`config.mk`:
```
export PLATFORM = sky130hd
export DESIGN_NAME = instr_buffer
export DESIGN_NICKNAME = d
export VERILOG_FILES = /design/src/rtl/instr_buffer.sv
export SDC_FILE = /design/constraint.sdc
export NUM_CORES = 1
export LEC_CHECK = 0
export CAP_MARGIN = 10
export CORE_ASPECT_RATIO = 0.7
export CORE_MARGIN = 2
export CORE_UTILIZATION = 45
export CTS_CLUSTER_DIAMETER = 40
export DETAILED_ROUTE_END_ITERATION = 10
export PLACE_DENSITY = 0.7
export SYNTH_ARGS = -nofsm -noshare
export SYNTH_HDL_FRONTEND = slang
export SYNTH_SLANG_ARGS = --single-unit
```
`constraint.sdc`:
```
create_clock -name clk -period 29.4 [get_ports clk]
set_input_delay 4.41 -clock clk [delete_from_list [all_inputs] [get_ports clk]]
set_output_delay 4.41 -clock clk [all_outputs]
set_load 0.02 [all_outputs]
```
`src/rtl/instr_buffer.sv`:
```
// Instruction buffer between fetch and decode: a DEPTH-entry FIFO of
// {adef, pc, instr} with first-word fall-through and single-cycle flush.
module instr_buffer #(
  parameter int DEPTH = 8,
  parameter int CNT_W = $clog2(DEPTH) + 1
) (
  input  logic             clk,
  input  logic             rst,
  input  logic             flush_i,
  input  logic             fetch_valid_i,
  output logic             fetch_ready_o,
  input  logic [31:0]      fetch_pc_i,
  input  logic [31:0]      fetch_instr_i,
  input  logic             fetch_adef_i,
  output logic             dec_valid_o,
  input  logic             dec_ready_i,
  output logic [31:0]      dec_pc_o,
  output logic [31:0]      dec_instr_o,
  output logic             dec_adef_o,
  output logic [CNT_W-1:0] count_o
);

  localparam int PTR_W = $clog2(DEPTH);

  logic [64:0]      r_mem [DEPTH];
  logic [PTR_W-1:0] r_rd_ptr;
  logic [PTR_W-1:0] r_wr_ptr;
  logic [CNT_W-1:0] r_count;

  logic             w_push;
  logic             w_pop;
  logic [64:0]      w_head;

  assign fetch_ready_o = (r_count != CNT_W'(DEPTH));
  assign dec_valid_o   = (r_count != '0);
  assign w_push        = fetch_valid_i & fetch_ready_o;
  assign w_pop         = dec_valid_o & dec_ready_i;

  always_comb begin
    w_head = r_mem[r_rd_ptr];
  end

  assign dec_adef_o  = w_head[64];
  assign dec_pc_o    = w_head[63:32];
  assign dec_instr_o = w_head[31:0];
  assign count_o     = r_count;

  // Flush wins over any push/pop in the same cycle; storage is left as-is.
  always_ff @(posedge clk or posedge rst) begin
    if (rst) begin
      for (int unsigned i = 0; i < DEPTH; i++) r_mem[i] <= '0;
      r_rd_ptr <= '0;
      r_wr_ptr <= '0;
      r_count  <= '0;
    end else if (flush_i) begin
      r_rd_ptr <= '0;
      r_wr_ptr <= '0;
      r_count  <= '0;
    end else begin
      if (w_push) begin
        r_mem[r_wr_ptr] <= {fetch_adef_i, fetch_pc_i, fetch_instr_i};
        r_wr_ptr        <= r_wr_ptr + 1'b1;
      end
      if (w_pop) r_rd_ptr <= r_rd_ptr + 1'b1;
      unique case ({w_push, w_pop})
        2'b10:   r_count <= r_count + CNT_W'(1);
        2'b01:   r_count <= r_count - CNT_W'(1);
        default: r_count <= r_count;
      endcase
    end
  end

endmodule

```
# Word level (Yosys, flattened, before mapping)
# Cells that the tools add are included.
# op_classes
add_sub_neg	4
n_lt_le_gt_ge	3
eq_ne	3
n_mux	12
n_bitwise	5
n_reduce_logical	6
# op_table
cell	n
520-bit bitwise mux	1
65-bit binary-select mux with 3-bit select	1
65-bit demux with 3-bit select	1
65-bit two-way mux	3
3-bit two-way mux	4
4-bit greater-or-equal comparator (second input constant)	2
3-bit inverter with 4-bit output	2
4-bit case mux with 2 select lines	1
3-bit by 1-bit adder with 3-bit output (second input constant)	2
4-bit by 1-bit adder with 4-bit output (second input constant)	1
4-bit by 1-bit less-than comparator with 1-bit output (second input constant)	1
4-bit two-way mux	1
4-bit != test (second input constant)	1
2-bit nonzero test	2
4-bit nonzero test	1
4-bit by 1-bit subtractor with 4-bit output (second input constant)	1
3-bit nonzero test	1
1-bit bitwise AND	2
2-bit by 1-bit == test with 1-bit output (second input constant)	1
2-bit == test (second input constant)	1
2-bit AND reduction	1
1-bit logical AND	1
1-bit inverter	1
# totals
reg_bits	530
inputBits	70
out_inout_bits	71
word_cells	44

# Logic depth before layout (Yosys ltp)
# Gate-level depths: netlist of run 1.
# depth
word_depth	6
ltp_mapped	11
mapped_depth_nobuf	10

# Worst setup path before layout of run 1
# Ideal clock, no wire load.
# synth_timing
path_kind	register to output
start	register r_rd_ptr[0]
end	output dec_adef_o
arrival_ns	1.924
required_time_ns	24.990
setup_slack_ns	23.066
stages_incl_launch_ff	6
n_path_buf	3
path_cell_list	dfrtp_1 > clkbuf_1 > clkbuf_1 > buf_2 > mux4_2 > mux2_2
# synth_between
elab_chain_cells	4
# synth_rtl
element	line_no	text
start: declaration	26	logic [PTR_W-1:0] r_rd_ptr;
start signal: assignment	64	if (w_pop) r_rd_ptr <= r_rd_ptr + 1'b1;
3-bit inverter with 4-bit output (not written as such)	40	w_head = r_mem[r_rd_ptr];
65-bit binary-select mux with 3-bit select	40	
65-bit two-way mux (not written as such) (2 in a row)	40	
end: declaration	19	output logic dec_adef_o,
# Every way passes these cells. The select of a mux whose other input is x is not followed.

# Worst setup path after layout of run 1
# layout_timing
start	register r_rd_ptr[0]
end	output dec_pc_o[2]
# layout_between
elab_chain_cells	4
# layout_rtl
element	line_no	text
3-bit inverter with 4-bit output (not written as such)	40	
65-bit binary-select mux with 3-bit select	40	
65-bit two-way mux (not written as such) (2 in a row)	40	
end: declaration	17	output logic [31:0] dec_pc_o,
# Every way passes these cells. The select of a mux whose other input is x is not followed.

==> results.toml, run 1 <==
[status]
status = "completed"

[clocking]
postCtsSetupBuffers = 0
clkSinkCount = 530
cts_htree_levels = 2
cts_tree = "done"
clk_path_buf_depth = 3
numCtsBuffers = 56
ctsResizeCount = 0
clkTransAtPathRegs_ns = 0.06
ctsHoldBuffers = 0
ctsRootBufferMaster = "clkbuf_16"
insertion_delay_ns = 0.58

[critical_path]
start_kind = "register"
worstPathRequired_ns = 24.99
crit_arrival_ns = 3.97
crit_path_end_kind = "output port"
path_max_fanout = 48
worstSetupPathType = "reg -> out"

[global_route]
grt_pass1_wl_um = 84380
grt_max_degree = 179
first_global_vias = 13860
antenna_found_initial = 4
grt_use_total_pct = 19.22
grt_overflow = 0

[placed_design]
place_area_um2 = 26370
portBuffers = 140
place.gp.congestion = 0.7306
dp_hpwl_um = 29400

[detailed_routing]
routedWlPerCell_um = 23.00
wl_met3_um = 2431
drc = 0
vias_per_cell = 5.520
vias = 12740
routed.top_layer = "met5"
wl_met1_um = 24990
routed_wl_um = 53050
drtPass1Iterations = 4
final_antenna_net_count = 0
initialDrtViolationCount = 792
wl_met2_um = 24930

[timing]
relSlewSlack_pct = 23.48
setup_viol = 0
tns_ns = 0
finalCritPeriodShare_pct = 28.49
hold_viol = 0
worst_pin_slew_ns = 1.148
finalMaxSlewViolations = 0
max_freq_ghz = 0.1194
finClkSkew_ns = 0.009651
rsz0062_at_grt = "no"
final.min_clock_period_ns = 8.377

[power_and_ir_drop]
peakVddDrop_mv = 0.05345
powerDensity_nw_per_um2 = 93.53
p_leak_nw = 12.62

[yosys]
synth-seq-area-share_pct = 53.98
synth_seq_cells = 530
ys.flop_type = "dfrtp_1"
yosysWarnings = 0
synth_fp_nets = 1488
synthCells = 1414
syn_area_um2 = 24570
synth_edf_count = 0
yosysUniqueCellTypes = 40
synthArstFlopShare_pct = 100.0
syn_avg_cell_area_um2 = 17.38

[die]
io_pins = 141
start_util_pct = 45.64
die_w_um = 283.3
fp-row-count = 71
dieArea_um2 = 56510
dieHeight_um = 199.5
core_area_um2 = 53830

[final_layout]
layout.nets = 1611
layout_common_cells = "527 x dfrtp_1, 310 x mux2_2, 150 x mux2_4"
final_common_cell = "dfrtp_1"
drive_above_1_share_pct = 45.59
num-fill-cells = 4320
stdcell_area_um2 = 28340
syn2layout_area_growth_pct = 15.34

[job]
cap_violations = 0

[min_path]
hold_class = "reg -> reg"
Yosys cell counts, drive strengths merged (3+ instances only):
| master | n | area share (%) |
|---|---|---|
| mux2 | 585 | 29 |
| dfrtp | 530 | 54 |
| mux4 | 130 | 12 |
| buf | 70 | 2.6 |
| clkbuf | 28 | 0.43 |
| nor2 | 10 | 0.15 |
| nand2 | 9 | 0.17 |
| a21oi | 8 | 0.16 |
| ha | 4 | 0.20 |
| nand3 | 4 | 0.081 |
| xor2 | 4 | 0.14 |
| inv | 3 | 0.046 |
| mux2i | 3 | 0.12 |
| nor3b | 3 | 0.092 |
power by group:
group	internal (mW)	switching (mW)	leakage (nW)	total (mW)
clock network	0.456	0.292	0.953	0.748
logic	0.508	0.360	4.66	0.868
registers	0.916	0.119	7.01	1.03
total	1.88	0.771	12.6	2.65
flip-flops by register name, summed over array words and instances (netlist names):
signal    cells
r_rd_ptr      3
count_o       4
r_mem       520
r_wr_ptr      3
path summary, 6_finish.rpt:
check	from	endpoint	slack, ns	depth (start not counted)
min	r_mem[374]$_DFFE_PP0P_	r_mem[374]$_DFFE_PP0P_	0.48	1
min reg2reg	r_mem[374]$_DFFE_PP0P_	r_mem[374]$_DFFE_PP0P_	0.48	1
max reg2reg	count_o[1]$_DFFE_PP0P_	r_mem[353]$_DFFE_PP0P_	25.85	6
max in group asynchronous	rst	r_rd_ptr[1]$_DFFE_PP0P_	22.50	4
max	r_rd_ptr[0]$_DFFE_PP0P_	dec_pc_o[2]	21.02	4
min in group asynchronous	rst	r_mem[480]$_DFFE_PP0P_	4.41	2
routing by layer:
| layer | global-route usage (%) | vias to the layer above |
|---|---|---|
| met5 | 0 | - |
| met1 | 27.58 | 6910 |
| met3 | 3.436 | 60 |
| met4 | 3.645 | 4 |
| met2 | 31.07 | 205 |
| li1 | - | 5556 |
cells by family (layout without fill, tap and decap cells):
kind of cell               count (synthesis)  in the layout  synth area share [%]
muxes                                    718            718                 41.14
and+or+nand+nor                           39             39                0.9015
buffers and inverters                    101            262                 3.117
AOI/OAI and AO/OA                         15             15                0.3973
xor gates and xnor gates                   6              6                0.2139
other                                      0              2                     0
DFF                                      530            530                 53.98
adders and majority gates                  5              5                0.2445
area by class of cell:
| cell class | instances | area [um2] | area share (%) |
|---|---|---|---|
| clock buffers | 75 | 1624 | 5.731 |
| clock inverters | 21 | 337.8 | 1.192 |
| repair buffers | 163 | 1587 | 5.598 |
| flip-flops and latches | 530 | 13270 | 46.84 |
| multi-input cells | 783 | 10580 | 37.33 |
| well taps | 730 | 913.4 | 3.223 |
| inverters | 3 | 18.77 | 0.06623 |
| diodes | 2 | 5.005 | 0.01766 |
stage by stage:
step,power [mW],utilization (%),hold WS (ns),cells,worst slack [ns]
3_5_place_dp,1.927,48.99,0.4751,2209,21.51
4_1_cts,2.688,52.63,0.4877,2305,20.86
5_1_grt,2.791,52.64,0.4945,2306,20.71
2_1_floorplan,1.623,-,0.4524,1414,10.18
6_report,2.651,52.64,0.4846,2307,21.02
3_3_place_gp,1.903,48.99,0.4686,2209,21.52
critical path: stages, from the launching register on:
cell,delay (ns)
dfrtp_4,0.96
buf_4,0.92
mux4_2,0.60
mux2_2,0.28
clkdlybuf4s50_1,0.60
Note: power is estimated with default switching activity, not from simulation.
==> run 2: changes to the inputs <==
==> constraint.sdc (replaced) <==
create_clock -name clk -period 7.9 [get_ports clk]
set_input_delay 1.185 -clock clk [delete_from_list [all_inputs] [get_ports clk]]
set_output_delay 1.185 -clock clk [all_outputs]
set_load 0.02 [all_outputs]
==> results.toml, run 2 (same netlist as run 1, synthesis figures left out) <==
[critical_path]
critPathLaunch = "r_rd_ptr[0]$_DFFE_PP0P_"
worstSetupEndpoint = "dec_instr_o[7]"
crit_arrival_ns = 3.89
critPathBufInv = 2
cp_slowest_cell = "dfrtp_4"
cp_slowest_stage_delay_ns = 0.93
r2r-start = "count_o[1]$_DFFE_PP0P_"
worstPathCellList = "buf_4, mux4_2, mux2_2, clkdlybuf4s50_1"
cp.depth = 4
worstPathRequired_ns = 6.71
path_max_fanout = 39
r2r_slack_ns = 4.48
crit_family = "buffers and inverters"
r2r-end = "r_mem[200]$_DFFE_PP0P_"
start_kind = "register"
worstSetupPathType = "reg -> out"
crit_path_end_kind = "output port"
rr_worst_depth = 7

[placed_design]
placedCellCount = 2209
dp_hpwl_um = 29280
place_ws_ns = 3.382
portBuffers = 140
place.gp.congestion = 0.7468
place_area_um2 = 26410

[timing]
finalMaxSlewViolations = 0
finClkSkew_ns = 0.02354
relSlewSlack_pct = 24.22
setup_viol = 0
worst_pin_slew_ns = 1.137
max_freq_ghz = 0.1970
timing.hold.ws_ns = 0.4855
final.min_clock_period_ns = 5.075
finalWorstSetupSlack_ns = 2.825
rsz0062_at_grt = "no"
finalCritPeriodShare_pct = 64.24
hold_viol = 0

[clocking]
clk_path_buf_depth = 3
numCtsBuffers = 60
clkTransAtPathRegs_ns = 0.06
ctsHoldBuffers = 0
insertion_delay_ns = 0.63
cts_tree = "done"
postCtsSetupBuffers = 0
ctsResizeCount = 0
clkSinkCount = 530
ctsRootBufferMaster = "clkbuf_16"
cts_htree_levels = 2

[final_layout]
layout_common_cells = "527 x dfrtp_1, 310 x mux2_2, 150 x mux2_4"
instances_no_fill = 2321
regMostFlops = "r_mem"
syn2layout_area_growth_pct = 16.35
drive_above_1_share_pct = 45.59
final_common_cell = "dfrtp_1"
stdcell_area_um2 = 28590
largest_register_ffs = 520
layout.nets = 1615

[die]
die_w_um = 283.3
core_area_um2 = 53830
io_pins = 141
dieArea_um2 = 56510
dieHeight_um = 199.5
start_util_pct = 45.64
fp-row-count = 71

[global_route]
antenna_found_initial = 9
grt_pass1_wl_um = 84240
grt_max_degree = 201
grt_use_total_pct = 19.17
grt_overflow = 0
first_global_vias = 13900

[detailed_routing]
final_antenna_net_count = 0
drc = 0
vias = 12880
initialDrtViolationCount = 776
routedWlPerCell_um = 22.89
vias_per_cell = 5.551
routed_wl_um = 53130
drtPass1Iterations = 4

[status]
status = "completed"

[min_path]
hold_path_depth = 1
hold_class = "reg -> reg"

[job]
cap_violations = 0

[power_and_ir_drop]
peakVddDrop_mv = 0.2324
p_leak_nw = 12.70
powerDensity_nw_per_um2 = 352.6
==> run 2: changes by cell type in the layout (fill, tap and decap cells not counted), sizes merged <==
cell and change:
bufinv +1, clkbuf +10, clkinvlp +3, diode +3
inv -3
==> run 2: per-stage QoR <==
stage          power [mW]  TNS, ns  utilization, %
2_1_floorplan       6.041  -259.22               -
3_3_place_gp        7.094        0           49.05
3_5_place_dp        7.186        0           49.05
4_1_cts             10.21        0           53.08
5_1_grt             10.59        0           53.08
6_report            10.08        0           53.10
==> run 2: routing by layer <==
layer | track usage (%) | vias up | part of all wire, % | routed length (um)
li1 | - | 5556 | - | -
met2 | 30.44 | 215 | 46 | 24680
met1 | 27.03 | 7015 | 47 | 24810
met3 | 4.110 | 87 | 4.7 | 2502
met4 | 4.899 | 10 | 2.0 | 1066
met5 | 0 | - | 0.13 | 67
==> run 2: power breakdown <==
group          internal, mW  leakage, nW  switching (mW)  total (mW)
Combinational          1.90         4.66            1.34        3.24
Sequential             3.41         7.01           0.458        3.87
Clock                  1.83         1.03            1.15        2.97
==> run 2: worst min-delay path by stage <==
stage | startpoint | endpoint | slack [ns]
detailed placement | r_mem[362]$_DFFE_PP0P_ | r_mem[362]$_DFFE_PP0P_ | 0.48
finish | r_mem[368]$_DFFE_PP0P_ | r_mem[368]$_DFFE_PP0P_ | 0.49
floorplan | r_mem[129]$_DFFE_PP0P_ | r_mem[129]$_DFFE_PP0P_ | 0.45
CTS | r_mem[362]$_DFFE_PP0P_ | r_mem[362]$_DFFE_PP0P_ | 0.49
global route | r_mem[362]$_DFFE_PP0P_ | r_mem[362]$_DFFE_PP0P_ | 0.49
global placement | r_mem[345]$_DFFE_PP0P_ | r_mem[345]$_DFFE_PP0P_ | 0.47
==> run 2: final cells by class <==
type / instances / area (um2)
well taps: 730 / 913.4
clock inverters: 22 / 432.9
multi-input cells: 783 / 10580
inverters: 3 / 15.01
diodes: 5 / 12.51
flip-flops and latches: 530 / 13270
repair buffers: 163 / 1624
clock buffers: 85 / 1735
fillers: 4311 / 25250
==> run 3: changes to the inputs <==
==> constraint.sdc (replaced) <==
create_clock -name clk -period 4.98 [get_ports clk]
set_input_delay 0.747 -clock clk [delete_from_list [all_inputs] [get_ports clk]]
set_output_delay 0.747 -clock clk [all_outputs]
set_load 0.02 [all_outputs]
==> results.toml, run 3 (same netlist as run 1, synthesis figures left out) <==
[status]
status = "completed"

[die]
core_area_um2 = 53830
fp-row-count = 71
start_util_pct = 45.64
die_w_um = 283.3
dieArea_um2 = 56510
io_pins = 141
dieHeight_um = 199.5

[final_layout]
layout_common_cells = "527 x dfrtp_1, 310 x mux2_2, 150 x mux2_4"
stdcell_area_um2 = 28610
final_common_cell = "dfrtp_1"
largest_register_ffs = 520
layout.nets = 1626
final_util_pct = 53.15
drive_above_1_share_pct = 46.50
regMostFlops = "r_mem"
syn2layout_area_growth_pct = 16.47

[job]
cap_violations = 0

[timing]
finalMaxSlewViolations = 0
worst_pin_slew_ns = 0.9678
tns_ns = 0
relSlewSlack_pct = 35.48
setup_viol = 0
final.min_clock_period_ns = 4.027
finalWorstSetupSlack_ns = 0.9532
max_freq_ghz = 0.2483
finClkSkew_ns = 0.01864
rsz0062_at_grt = "no"
hold_viol = 0
finalCritPeriodShare_pct = 80.86

[power_and_ir_drop]
powerDensity_nw_per_um2 = 554.0
peakVddDrop_mv = 0.2775
fin_total_pwr_mw = 15.85
p_leak_nw = 12.73

[placed_design]
place_ws_ns = 1.453
dp_hpwl_um = 30720
place.gp.congestion = 0.7263
place_area_um2 = 26560
portBuffers = 140

[global_route]
first_global_vias = 14320
grt_use_total_pct = 19.59
grt_max_degree = 166
antenna_found_initial = 5
grt_pass1_wl_um = 86080
grt_overflow = 0

[clocking]
numCtsBuffers = 61
cts_tree = "done"
cts_htree_levels = 2
clkSinkCount = 530
clkTransAtPathRegs_ns = 0.06
insertion_delay_ns = 0.61
ctsHoldBuffers = 0
clk_path_buf_depth = 3
ctsResizeCount = 0
postCtsSetupBuffers = 0
ctsRootBufferMaster = "clkbuf_16"

[critical_path]
crit_path_end_kind = "output port"
crit_arrival_ns = 3.28
worstPathRequired_ns = 4.23
worstSetupPathType = "reg -> out"
path_max_fanout = 29
start_kind = "register"

[min_path]
hold_class = "reg -> reg"

[detailed_routing]
drc = 0
wl_met3_um = 2318
routed_wl_um = 53920
wl_met1_um = 24640
routed.top_layer = "met5"
final_antenna_net_count = 0
vias = 12940
routedWlPerCell_um = 23.12
initialDrtViolationCount = 741
vias_per_cell = 5.548
drtPass1Iterations = 4
wl_met2_um = 26050
[run 3: layout make-up]
cell class,count,area (um2)
fill,4311,25220
multi-input combinational,783,10580
sequential,530,13270
inverter,3,15.01
timing repair buffer,173,1774
clock inverter,32,320.3
clock buffer,79,1734
tap,730,913.4
antenna,2,5.005
[run 3: worst paths after layout]
check                                   startpoint                     end  slack [ns]  depth (start not counted)
hold reg to reg             r_mem[371]$_DFFE_PP0P_  r_mem[371]$_DFFE_PP0P_        0.48                          1
min in group asynchronous                      rst  r_mem[158]$_DFFE_PP0P_        0.57                          2
setup / recovery           r_rd_ptr[0]$_DFFE_PP0P_             dec_pc_o[2]        0.95                          4
setup reg to reg            count_o[1]$_DFFE_PP0P_  r_mem[478]$_DFFE_PP0P_        1.86                          6
hold / removal              r_mem[371]$_DFFE_PP0P_  r_mem[371]$_DFFE_PP0P_        0.48                          1
max in group asynchronous                      rst  r_mem[331]$_DFFE_PP0P_        3.15                          3
[run 3: power by group]
group,total [mW],internal (mW),switching (mW)
Sequential,6.11,5.41,0.698
Combinational,5.25,3.06,2.19
Clock,4.49,2.63,1.86
[run 3: critical path, cell delays in order, from the launching register on]
cell and delay, ns:
dfrtp_4 0.86, buf_4 0.39, mux4_2 0.53, mux2_2 0.30, clkdlybuf4s50_1 0.55
[run 3: metrics by stage]
| stage | cells | hold WS (ns) |
|---|---|---|
| after floorplan | 1414 | 0.4524 |
| after global placement | 2219 | 0.4620 |
| after detailed placement | 2219 | 0.4761 |
| after CTS | 2330 | 0.4896 |
| after global routing | 2331 | 0.4937 |
| final | 2332 | 0.4835 |
[run 3: layer usage]
metal / up-vias / global-route usage [%]
met5: - / 0
met4: 6 / 5.213
met3: 76 / 3.950
met2: 227 / 32.16
met1: 7035 / 26.84
li1: 5593 / -
